[src/rtl/mem_lsu_if.sv]
`default_nettype none
// ============================================================================
// Module      : mem_lsu_if
// Description : Bundles the core-side request/response handshake and the
//               byte-lane RAM port of the load/store unit.
//               master : the core plus RAM side (drives requests, read data)
//               slave  : the LSU (drives ready, response and RAM controls)
// Signals     : req_valid/req_ready/req_we/req_size/req_unsigned/req_addr/
//               req_wdata, resp_valid/resp_rdata/resp_err,
//               ram_wen/ram_w_addr/ram_w_data/ram_ren/ram_r_addr/ram_r_data
// Revision    : 1.0 - initial release
// ============================================================================
interface mem_lsu_if #(
  parameter int DW = 32
);
  logic          req_valid;
  logic          req_ready;
  logic          req_we;
  logic [1:0]    req_size;
  logic          req_unsigned;
  logic [DW-1:0] req_addr;
  logic [DW-1:0] req_wdata;

  logic          resp_valid;
  logic [DW-1:0] resp_rdata;
  logic          resp_err;

  logic [3:0]    ram_wen;
  logic [DW-1:0] ram_w_addr;
  logic [DW-1:0] ram_w_data;
  logic          ram_ren;
  logic [DW-1:0] ram_r_addr;
  logic [DW-1:0] ram_r_data;

  modport master (
    output req_valid, req_we, req_size, req_unsigned, req_addr, req_wdata,
    input  req_ready, resp_valid, resp_rdata, resp_err,
    input  ram_wen, ram_w_addr, ram_w_data, ram_ren, ram_r_addr,
    output ram_r_data
  );

  modport slave (
    input  req_valid, req_we, req_size, req_unsigned, req_addr, req_wdata,
    output req_ready, resp_valid, resp_rdata, resp_err,
    output ram_wen, ram_w_addr, ram_w_data, ram_ren, ram_r_addr,
    input  ram_r_data
  );
endinterface
`default_nettype wire

[src/rtl/mem_lsu.sv]
`default_nettype none
// ============================================================================
// Module      : mem_lsu
// Description : Load/store unit between the execute stage and a 4-lane
//               byte-enabled data RAM. Stores turn into per-lane write
//               enables with lane-replicated data in the accept cycle. Loads
//               issue one RAM read, then extract/extend the returned word
//               into a registered response two cycles after accept.
//               Build option LSU_MISALIGN_TRAP_EN: misaligned accesses are
//               reported as errors instead of being force-aligned.
// Ports       : clk  - clock, rising edge
//               rst  - asynchronous active-low reset
//               bus  - mem_lsu_if.slave (request, response, RAM port)
// Revision    : 1.0 - initial release
// ============================================================================
module mem_lsu #(
  parameter int MEM_BYTES = 16384,
  parameter int DW        = 32
) (
  input  wire logic clk,
  input  wire logic rst,
  mem_lsu_if.slave  bus
);

  localparam logic [DW-1:0] c_mem_limit = DW'(MEM_BYTES);

  typedef enum logic [0:0] {
    ST_IDLE    = 1'b0,
    ST_LD_WAIT = 1'b1
  } state_t;

  state_t        r_state;
  logic          r_resp_valid;
  logic          r_resp_err;
  logic [DW-1:0] r_resp_rdata;
  logic [1:0]    r_off;
  logic [1:0]    r_size;
  logic          r_unsigned;

  logic          w_accept;
  logic          w_err;
  logic [DW-1:0] w_addr_al;
  logic [7:0]    w_byte;
  logic [15:0]   w_half;
  logic [DW-1:0] w_load_data;

  assign bus.req_ready  = (r_state == ST_IDLE) & rst;
  assign w_accept       = bus.req_valid & bus.req_ready;
  assign bus.resp_valid = r_resp_valid;
  assign bus.resp_err   = r_resp_err;
  assign bus.resp_rdata = r_resp_rdata;

`ifdef LSU_MISALIGN_TRAP_EN
  // Misalignment is trapped, so any access that reaches the RAM is aligned.
  assign w_err = (bus.req_size == 2'd3)
               | ((bus.req_size == 2'd1) & bus.req_addr[0])
               | ((bus.req_size == 2'd2) & (bus.req_addr[1:0] != 2'b00))
               | (bus.req_addr >= c_mem_limit);
  assign w_addr_al = bus.req_addr;
`else
  // Misaligned halves/words are silently aligned down to their natural
  // boundary; only reserved size and out-of-range are errors.
  assign w_err = (bus.req_size == 2'd3) | (bus.req_addr >= c_mem_limit);
  always_comb begin
    w_addr_al = bus.req_addr;
    if (bus.req_size == 2'd1)
      w_addr_al[0] = 1'b0;
    else if (bus.req_size == 2'd2)
      w_addr_al[1:0] = 2'b00;
  end
`endif

  // RAM controls are driven only in the cycle a clean request is accepted.
  always_comb begin
    bus.ram_wen    = 4'b0000;
    bus.ram_w_addr = '0;
    bus.ram_w_data = '0;
    bus.ram_ren    = 1'b0;
    bus.ram_r_addr = '0;
    if (w_accept && !w_err) begin
      if (bus.req_we) begin
        bus.ram_w_addr = w_addr_al;
        case (bus.req_size)
          2'd0: begin
            bus.ram_wen    = 4'b0001 << w_addr_al[1:0];
            bus.ram_w_data = {4{bus.req_wdata[7:0]}};
          end
          2'd1: begin
            bus.ram_wen    = w_addr_al[1] ? 4'b1100 : 4'b0011;
            bus.ram_w_data = {2{bus.req_wdata[15:0]}};
          end
          default: begin
            bus.ram_wen    = 4'b1111;
            bus.ram_w_data = bus.req_wdata;
          end
        endcase
      end else begin
        bus.ram_ren    = 1'b1;
        bus.ram_r_addr = w_addr_al;
      end
    end
  end

  // Lane extraction uses the offset latched at accept time.
  always_comb begin
    w_byte = 8'h00;
    case (r_off)
      2'd0:    w_byte = bus.ram_r_data[7:0];
      2'd1:    w_byte = bus.ram_r_data[15:8];
      2'd2:    w_byte = bus.ram_r_data[23:16];
      default: w_byte = bus.ram_r_data[31:24];
    endcase
    w_half = r_off[1] ? bus.ram_r_data[31:16] : bus.ram_r_data[15:0];
  end

  always_comb begin
    w_load_data = bus.ram_r_data;
    if (r_size == 2'd0)
      w_load_data = r_unsigned ? {24'h000000, w_byte}
                               : {{24{w_byte[7]}}, w_byte};
    else if (r_size == 2'd1)
      w_load_data = r_unsigned ? {16'h0000, w_half}
                               : {{16{w_half[15]}}, w_half};
  end

  // Response registers default to idle every cycle so resp_valid is a
  // single-cycle pulse; reset during LD_WAIT simply drops the load.
  always_ff @(posedge clk or negedge rst) begin
    if (!rst) begin
      r_state      <= ST_IDLE;
      r_resp_valid <= 1'b0;
      r_resp_err   <= 1'b0;
      r_resp_rdata <= '0;
      r_off        <= 2'b00;
      r_size       <= 2'b00;
      r_unsigned   <= 1'b0;
    end else begin
      r_resp_valid <= 1'b0;
      r_resp_err   <= 1'b0;
      r_resp_rdata <= '0;
      case (r_state)
        ST_IDLE: begin
          if (w_accept) begin
            if (bus.req_we || w_err) begin
              r_resp_valid <= 1'b1;
              r_resp_err   <= w_err;
            end else begin
              r_off      <= w_addr_al[1:0];
              r_size     <= bus.req_size;
              r_unsigned <= bus.req_unsigned;
              r_state    <= ST_LD_WAIT;
            end
          end
        end
        default: begin
          r_resp_valid <= 1'b1;
          r_resp_rdata <= w_load_data;
          r_state      <= ST_IDLE;
        end
      endcase
    end
  end

endmodule
`default_nettype wire

[src/flat_wrapper.sv]
// flat-port wrapper written by rule: the top's interface ports become plain ports
module mem_lsu_flat 
#(
  parameter int MEM_BYTES = 16384,
  parameter int DW        = 32
)
  (clk, rst, bus_req_valid, bus_req_we, bus_req_size, bus_req_unsigned, bus_req_addr, bus_req_wdata, bus_req_ready, bus_resp_valid, bus_resp_rdata, bus_resp_err, bus_ram_wen, bus_ram_w_addr, bus_ram_w_data, bus_ram_ren, bus_ram_r_addr, bus_ram_r_data);
  mem_lsu_if #(.DW(DW)) bus_i ();
  input  wire logic clk;
  input  wire logic rst;
  input wire logic [$bits(bus_i.req_valid)-1:0] bus_req_valid;
  input wire logic [$bits(bus_i.req_we)-1:0] bus_req_we;
  input wire logic [$bits(bus_i.req_size)-1:0] bus_req_size;
  input wire logic [$bits(bus_i.req_unsigned)-1:0] bus_req_unsigned;
  input wire logic [$bits(bus_i.req_addr)-1:0] bus_req_addr;
  input wire logic [$bits(bus_i.req_wdata)-1:0] bus_req_wdata;
  output wire logic [$bits(bus_i.req_ready)-1:0] bus_req_ready;
  output wire logic [$bits(bus_i.resp_valid)-1:0] bus_resp_valid;
  output wire logic [$bits(bus_i.resp_rdata)-1:0] bus_resp_rdata;
  output wire logic [$bits(bus_i.resp_err)-1:0] bus_resp_err;
  output wire logic [$bits(bus_i.ram_wen)-1:0] bus_ram_wen;
  output wire logic [$bits(bus_i.ram_w_addr)-1:0] bus_ram_w_addr;
  output wire logic [$bits(bus_i.ram_w_data)-1:0] bus_ram_w_data;
  output wire logic [$bits(bus_i.ram_ren)-1:0] bus_ram_ren;
  output wire logic [$bits(bus_i.ram_r_addr)-1:0] bus_ram_r_addr;
  input wire logic [$bits(bus_i.ram_r_data)-1:0] bus_ram_r_data;
  assign bus_i.req_valid = bus_req_valid;
  assign bus_i.req_we = bus_req_we;
  assign bus_i.req_size = bus_req_size;
  assign bus_i.req_unsigned = bus_req_unsigned;
  assign bus_i.req_addr = bus_req_addr;
  assign bus_i.req_wdata = bus_req_wdata;
  assign bus_req_ready = bus_i.req_ready;
  assign bus_resp_valid = bus_i.resp_valid;
  assign bus_resp_rdata = bus_i.resp_rdata;
  assign bus_resp_err = bus_i.resp_err;
  assign bus_ram_wen = bus_i.ram_wen;
  assign bus_ram_w_addr = bus_i.ram_w_addr;
  assign bus_ram_w_data = bus_i.ram_w_data;
  assign bus_ram_ren = bus_i.ram_ren;
  assign bus_ram_r_addr = bus_i.ram_r_addr;
  assign bus_i.ram_r_data = bus_ram_r_data;
  mem_lsu #(.MEM_BYTES(MEM_BYTES), .DW(DW)) u_core (.clk(clk), .rst(rst), .bus(bus_i));
endmodule
[config.mk]
export PLATFORM = sky130hd
export DESIGN_NAME = mem_lsu_flat
export DESIGN_NICKNAME = d
export VERILOG_FILES = /design/src/rtl/mem_lsu_if.sv /design/src/rtl/mem_lsu.sv /design/src/flat_wrapper.sv
export SDC_FILE = /design/constraint.sdc
export NUM_CORES = 1
export LEC_CHECK = 0
export CORE_MARGIN = 10
export CORE_UTILIZATION = 36
export DETAILED_ROUTE_END_ITERATION = 10
export PLACE_DENSITY = 0.93
export SLEW_MARGIN = 20
export SYNTH_ARGS = -nofsm -noshare
export SYNTH_HDL_FRONTEND = slang
export SYNTH_SLANG_ARGS = --single-unit
[constraint.sdc]
create_clock -name clk -period 3.3 [get_ports clk]
set_input_delay 0.66 -clock clk [delete_from_list [all_inputs] [get_ports clk]]
set_output_delay 0.66 -clock clk [all_outputs]
set_load 0.05 [all_outputs]
==> results_dict.tcl, run 1 <==
set metrics [dict create \
    status "finished, final reports clean" \
    dieArea_um2 12200 \
    fin_crit_sh 0.976 \
    rr_endpoint "u_core.bus.resp_rdata[7]$_DFF_PN0_" \
    cts_tree "done" \
    power_density_nw_per_um2 212 \
    final_util 0.737 \
    rr_worst_depth 3 \
    ant_nets 0 \
    crit_path_end_kind "primary output" \
    hold_slack_ns 0.460 \
    die_h_um 111 \
    yosysSeqAreaShare 0.339 \
    vias 3407 \
    synth_most_common_cell "nor2_1" \
    cp-endpoint "bus_ram_w_data[9]" \
    cp.arrival_ns 2.56 \
    root_buffer "clkbuf_8" \
    track_usage 0.221 \
    drt_first_pass_iters 6 \
    final_area_um2 5780 \
    synthTopCellsByArea "dfrtp_1, buf_4, and2_1" \
    syn_area_per_cell_um2 8.51 \
    place_inst 639 \
    critPathLaunch "bus_req_addr[17]" \
    globalplace.congestion 0.847 \
    areaGrowthSynthToFinish_pct 95.9 \
    grt_max_degree 42 \
    clk_pin_slew_worst_paths_ns 0.08 \
    cts-hold-fix-buffers 0 \
    fin_nets 648 \
    ys_types 32 \
    wl_per_cell_um 22.3 \
    fmax_mhz 311 \
    r2r-start "u_core.r_off[0]$_DFFE_PN0P_" \
    syn_area_um2 2950 \
    fin_skew_ns 0.0114 \
    grt.overflow.total 0 \
    worstMarginPinSlew_ns 1.02 \
    rrSetupSlack_ns 1.10 \
    max-slew-margin-rel 0.319 \
    start_kind "input port" \
    io_pins 239 \
    setup_violations 0 \
    synth_edf_count 0 \
    portBuffers 202 \
    synthTopCellsByCount "nor2_1, dfrtp_1, a21oi_1" \
    start_util 0.376 \
    stdcell_count 649 \
    max_cap_violations 0 \
    report.final.slew_viol_count 0 \
    yosysWarningCount 0 \
    antenna_found_initial 1 \
    rows 32 \
    drt-total-wl_um 14500 \
    grt_pass1_vias 3688 \
    ctsHtreeMaxLevel 2 \
    die-width_um 111 \
    netlist.area_leader.share 0.339 \
    clockBufferDepth 2 \
    critical_path_class "in2out" \
    dpl_cell_area_um2 5640 \
    remaining_drc_errors 0 \
    routed_via_density 5.25 \
    p_leak_nw 2.50 \
    hp-class "in2async" \
    initialDrtViolationCount 149 \
    synth_flop_cell "dfrtp_1" \
    hpwlAfterDp_um 12100 \
    synthCells 347 \
    ir_worst_vdd_mv 0.145 \
    rsz0062_at_grt "true" \
    cts_buffers 5 \
    hold_viol_final 0 \
    synth.ff_latch_count 40 \
    cts_sinks 40 \
    core_um2 7850 \
    drive_above_1_share 0.200 \
    required_ns 2.64 \
    synth_top_area_cell "dfrtp_1" \
    crit_fanout 30 \
    grt_pass1_wl_um 21800 \
    async_flop_share 1.00 \
    period_needed_ns 3.22 \
    clock_latency_ns 0.29 \
]
==> registers in the layout (all words and copies together) (netlist names) <==
signal,count
u_core.r_state,1
u_core.r_unsigned,1
u_core.bus.resp_rdata,32
u_core.bus.resp_err,1
u_core.r_off,2
u_core.r_size,2
u_core.bus.resp_valid,1
==> routing by layer <==
layer | share of wire | vias to the layer above | track usage
met3 | 0.12 | 24 | 0.0989
met4 | 0.019 | 0 | 0.0596
li1 | - | 1534 | -
met5 | 0 | - | 0
met1 | 0.32 | 1599 | 0.208
met2 | 0.55 | 250 | 0.420
==> report_power, final <==
part	total, mW	switching (mW)	internal [mW]
Clock	0.393	0.168	0.225
Sequential	0.491	0.000444	0.491
Combinational	0.341	0.196	0.145
==> what timing repair did <==
action,4_1_cts,5_1_grt
gates resized for setup,3,3
buffers inserted,0,1
hold endpoints to repair,0,0
endpoints found under the setup margin,14,15
==> cell families (layout without fill, tap and decap cells) <==
logic type | after synthesis | count (layout) | synth area share
buf+inv | 73 | 237 | 0.146
flops | 40 | 40 | 0.339
compound gates | 77 | 77 | 0.164
simple gates | 126 | 126 | 0.212
mux | 30 | 30 | 0.137
other cells | 1 | 37 | 0.00127
==> worst min path at each step <==
| stage | startpoint | endpoint | slack [ns] | cells past startpoint |
|---|---|---|---|---|
| finish | rst | u_core.bus.resp_rdata[16]$_DFF_PN0_ | 0.46 | 2 |
| floorplan | rst | u_core.bus.resp_err$_DFF_PN0_ | 0.36 | 0 |
| detailed placement | u_core.r_unsigned$_DFFE_PN0P_ | u_core.r_unsigned$_DFFE_PN0P_ | 0.52 | 1 |
| CTS | rst | u_core.bus.resp_rdata[16]$_DFF_PN0_ | 0.48 | 2 |
| global route | rst | u_core.bus.resp_rdata[2]$_DFF_PN0_ | 0.50 | 2 |
| global placement | u_core.r_unsigned$_DFFE_PN0P_ | u_core.r_unsigned$_DFFE_PN0P_ | 0.50 | 1 |
==> through the flow <==
step | power [mW] | setup TNS, ns | setup WS, ns
global placement | 0.826 | -0.0232 | -0.0140
finish | 1.23 | 0 | 0.0794
CTS | 1.23 | 0 | 0.0145
floorplan | 0.692 | 0 | 0.154
detailed placement | 0.834 | -0.380 | -0.0826
global route | 1.27 | -0.161 | -0.0366
==> cell type report <==
type	instances	area, µm²
Antenna cell	1	2.50
Clock buffer	6	72.6
Clock inverter	2	35.0
Fill cell	548	2060
Inverter	11	41.3
Multi-Input combinational cell	269	1690
Sequential cell	40	1000
Tap cell	102	128
Timing Repair Buffer	218	2810
==> cell usage in the layout, fill, tap and decap left out, drive strengths merged, types with 7 or more instances in the layout <==
cell and instances:
buf 83, mux2i 19, a21oi 39, conb 36, dfrtp 40, o221ai 7, clkdlybuf4s50 135, nor3 8
o21ai 12, o22ai 9, and2 33, nand2 25, a221oi 7, nor2 41, mux4 8, inv 11
==> critical path, cell delays in order <==
cell             delay, ns
clkdlybuf4s50_1       0.43
nor4_2                0.30
buf_4                 0.15
and4_1                0.21
nand3_1               0.13
buf_12                0.20
a21oi_1               0.28
buf_12                0.19
Note: power is estimated with default switching activity, not from simulation.
==> run 2, diff against run 1 <==
- CAP_MARGIN: unset -> 40
- CORE_UTILIZATION: 36 -> 33
- PLACE_DENSITY: 0.93 -> 0.87
- clock period: 3.3 -> 3.6 ns (I/O delays scaled with it)
==> results_dict.tcl, run 2 (synthesis gave the netlist of run 1 again) <==
set metrics [dict create \
    max_stage_delay_ns 0.40 \
    start_util 0.339 \
    grt_max_degree 42 \
    fin_crit_sh 0.966 \
    stdcell_count 650 \
    clockBufferDepth 2 \
    grt.overflow.total 0 \
    critPathTopFamily "simple AND/OR/NAND/NOR gates" \
    ir_worst_vdd_mv 0.146 \
    drt_first_pass_iters 5 \
    cts_tree "done" \
    cts_buffers 5 \
    die-width_um 115 \
    remaining_drc_errors 0 \
    final_util 0.657 \
    core_um2 8720 \
    antenna_cells 0 \
    hold_viol_final 0 \
    drive_above_1_share 0.188 \
    vias 3385 \
    p_leak_nw 2.47 \
    crit_path_end_kind "primary output" \
    io_pins 239 \
    globalplace.congestion 0.892 \
    required_ns 2.88 \
    crit_fanout 11 \
    die_h_um 115 \
    largest_register_ffs 32 \
    dieArea_um2 13100 \
    max_cap_violations 0 \
    cp.arrival_ns 2.76 \
    portBuffers 202 \
    worstMarginPinSlew_ns 0.837 \
    rows 34 \
    critical_path_class "in2out" \
    routed_via_density 5.21 \
    wl_per_cell_um 21.4 \
    initialDrtViolationCount 223 \
    cts_sinks 40 \
    drt-total-wl_um 13900 \
    setup_violations 0 \
    hpwlAfterDp_um 11600 \
    ant_nets 0 \
    areaGrowthSynthToFinish_pct 94.1 \
    path_cells "clkdlybuf4s50_1, nor4_1, nand4_1, nor4_4, buf_4, nor2b_1, buf_12" \
    period_needed_ns 3.48 \
    place_inst 641 \
    power_density_nw_per_um2 197 \
    report.final.slew_viol_count 0 \
    fin_skew_ns 0.00965 \
    status "finished, final reports clean" \
    ctsHtreeMaxLevel 2 \
    antenna_found_initial 0 \
    clk_pin_slew_worst_paths_ns 0.08 \
    track_usage 0.201 \
    fin_nets 644 \
    mostFrequentLayoutCells "clkdlybuf4s50_1, buf_12, nor2_1" \
    cp_num_buf_inv 3 \
    grt_pass1_wl_um 21000 \
    root_buffer "clkbuf_8" \
    fmax_mhz 287 \
    start_kind "input port" \
    hp-class "in2async" \
    cpMaxStageDelayCell "clkdlybuf4s50_1" \
    grt_pass1_vias 3655 \
    max-slew-margin-rel 0.442 \
    clock_latency_ns 0.30 \
    final_common_cell "clkdlybuf4s50_1" \
]
[run 2: cell count changes in the layout (fill, tap and decap cells not counted), moves of 2 or more]
cell,previous run,this run
nor2b_2,3,0
buf_4,14,12
buf_12,67,65
nor2b_1,1,4
[run 2: worst paths after layout]
kind / to / cells after the start / slack (ns) / start
setup / recovery: bus_ram_r_addr[1] / 7 / 0.12 / bus_req_addr[17]
hold / removal: u_core.bus.resp_rdata[11]$_DFF_PN0_ / 2 / 0.52 / rst
setup reg to reg: u_core.bus.resp_rdata[25]$_DFF_PN0_ / 3 / 1.44 / u_core.r_off[1]$_DFFE_PN0P_
hold reg to reg: u_core.r_unsigned$_DFFE_PN0P_ / 1 / 0.58 / u_core.r_unsigned$_DFFE_PN0P_
max in group asynchronous: u_core.bus.resp_rdata[15]$_DFF_PN0_ / 2 / 2.72 / rst
min in group clk: u_core.r_unsigned$_DFFE_PN0P_ / 1 / 0.58 / u_core.r_unsigned$_DFFE_PN0P_
[run 2: metrics by stage]
| stage | power [mW] | cell area [µm²] | hold slack [ns] | worst slack, ns | setup TNS (ns) |
|---|---|---|---|---|---|
| finish | 1.13 | 5730 | 0.517 | 0.122 | 0 |
| global route | 1.17 | 5730 | 0.562 | -0.000743 | -0.000743 |
| CTS | 1.13 | 5710 | 0.537 | 0.0704 | 0 |
| detailed placement | 0.760 | 5600 | 0.561 | 0.0698 | 0 |
| global placement | 0.754 | 5580 | 0.533 | 0.114 | 0 |
| floorplan | 0.634 | 3090 | 0.424 | 0.0318 | 0 |
[run 2: final cells by class]
cell class | count | area, µm²
flip-flops and latches | 40 | 1000
multi-input cells | 269 | 1680
well taps | 108 | 135
inverters | 11 | 41.3
clock buffers | 5 | 68.8
repair buffers | 214 | 2760
fillers | 657 | 2990
clock inverters | 3 | 42.5
[run 2: timing repair]
item / CTS / global route
setup buffers: 0 / 1
hold endpoints to repair: 0 / 0
gates resized for setup: 0 / 2
hold buffers: 0 / 0
setup endpoints to repair: 0 / 9
[run 2: routing by layer]
layer / GRT usage / vias to the layer above / wire length, µm / part of all wire
li1: - / 1527 / - / -
met1: 0.202 / 1583 / 4570 / 0.33
met2: 0.359 / 246 / 7120 / 0.51
met3: 0.0980 / 29 / 1920 / 0.14
met4: 0.0568 / 0 / 288 / 0.021
met5: 0 / - / 0 / 0
[run 2: where the power goes]
| group | switching (mW) | internal, mW | total [mW] | leakage (nW) |
|---|---|---|---|---|
| registers | 0.000331 | 0.450 | 0.450 | 0.547 |
| clock network | 0.165 | 0.205 | 0.370 | 0.0541 |
| logic | 0.175 | 0.132 | 0.307 | 1.87 |
| total | 0.340 | 0.787 | 1.13 | 2.47 |
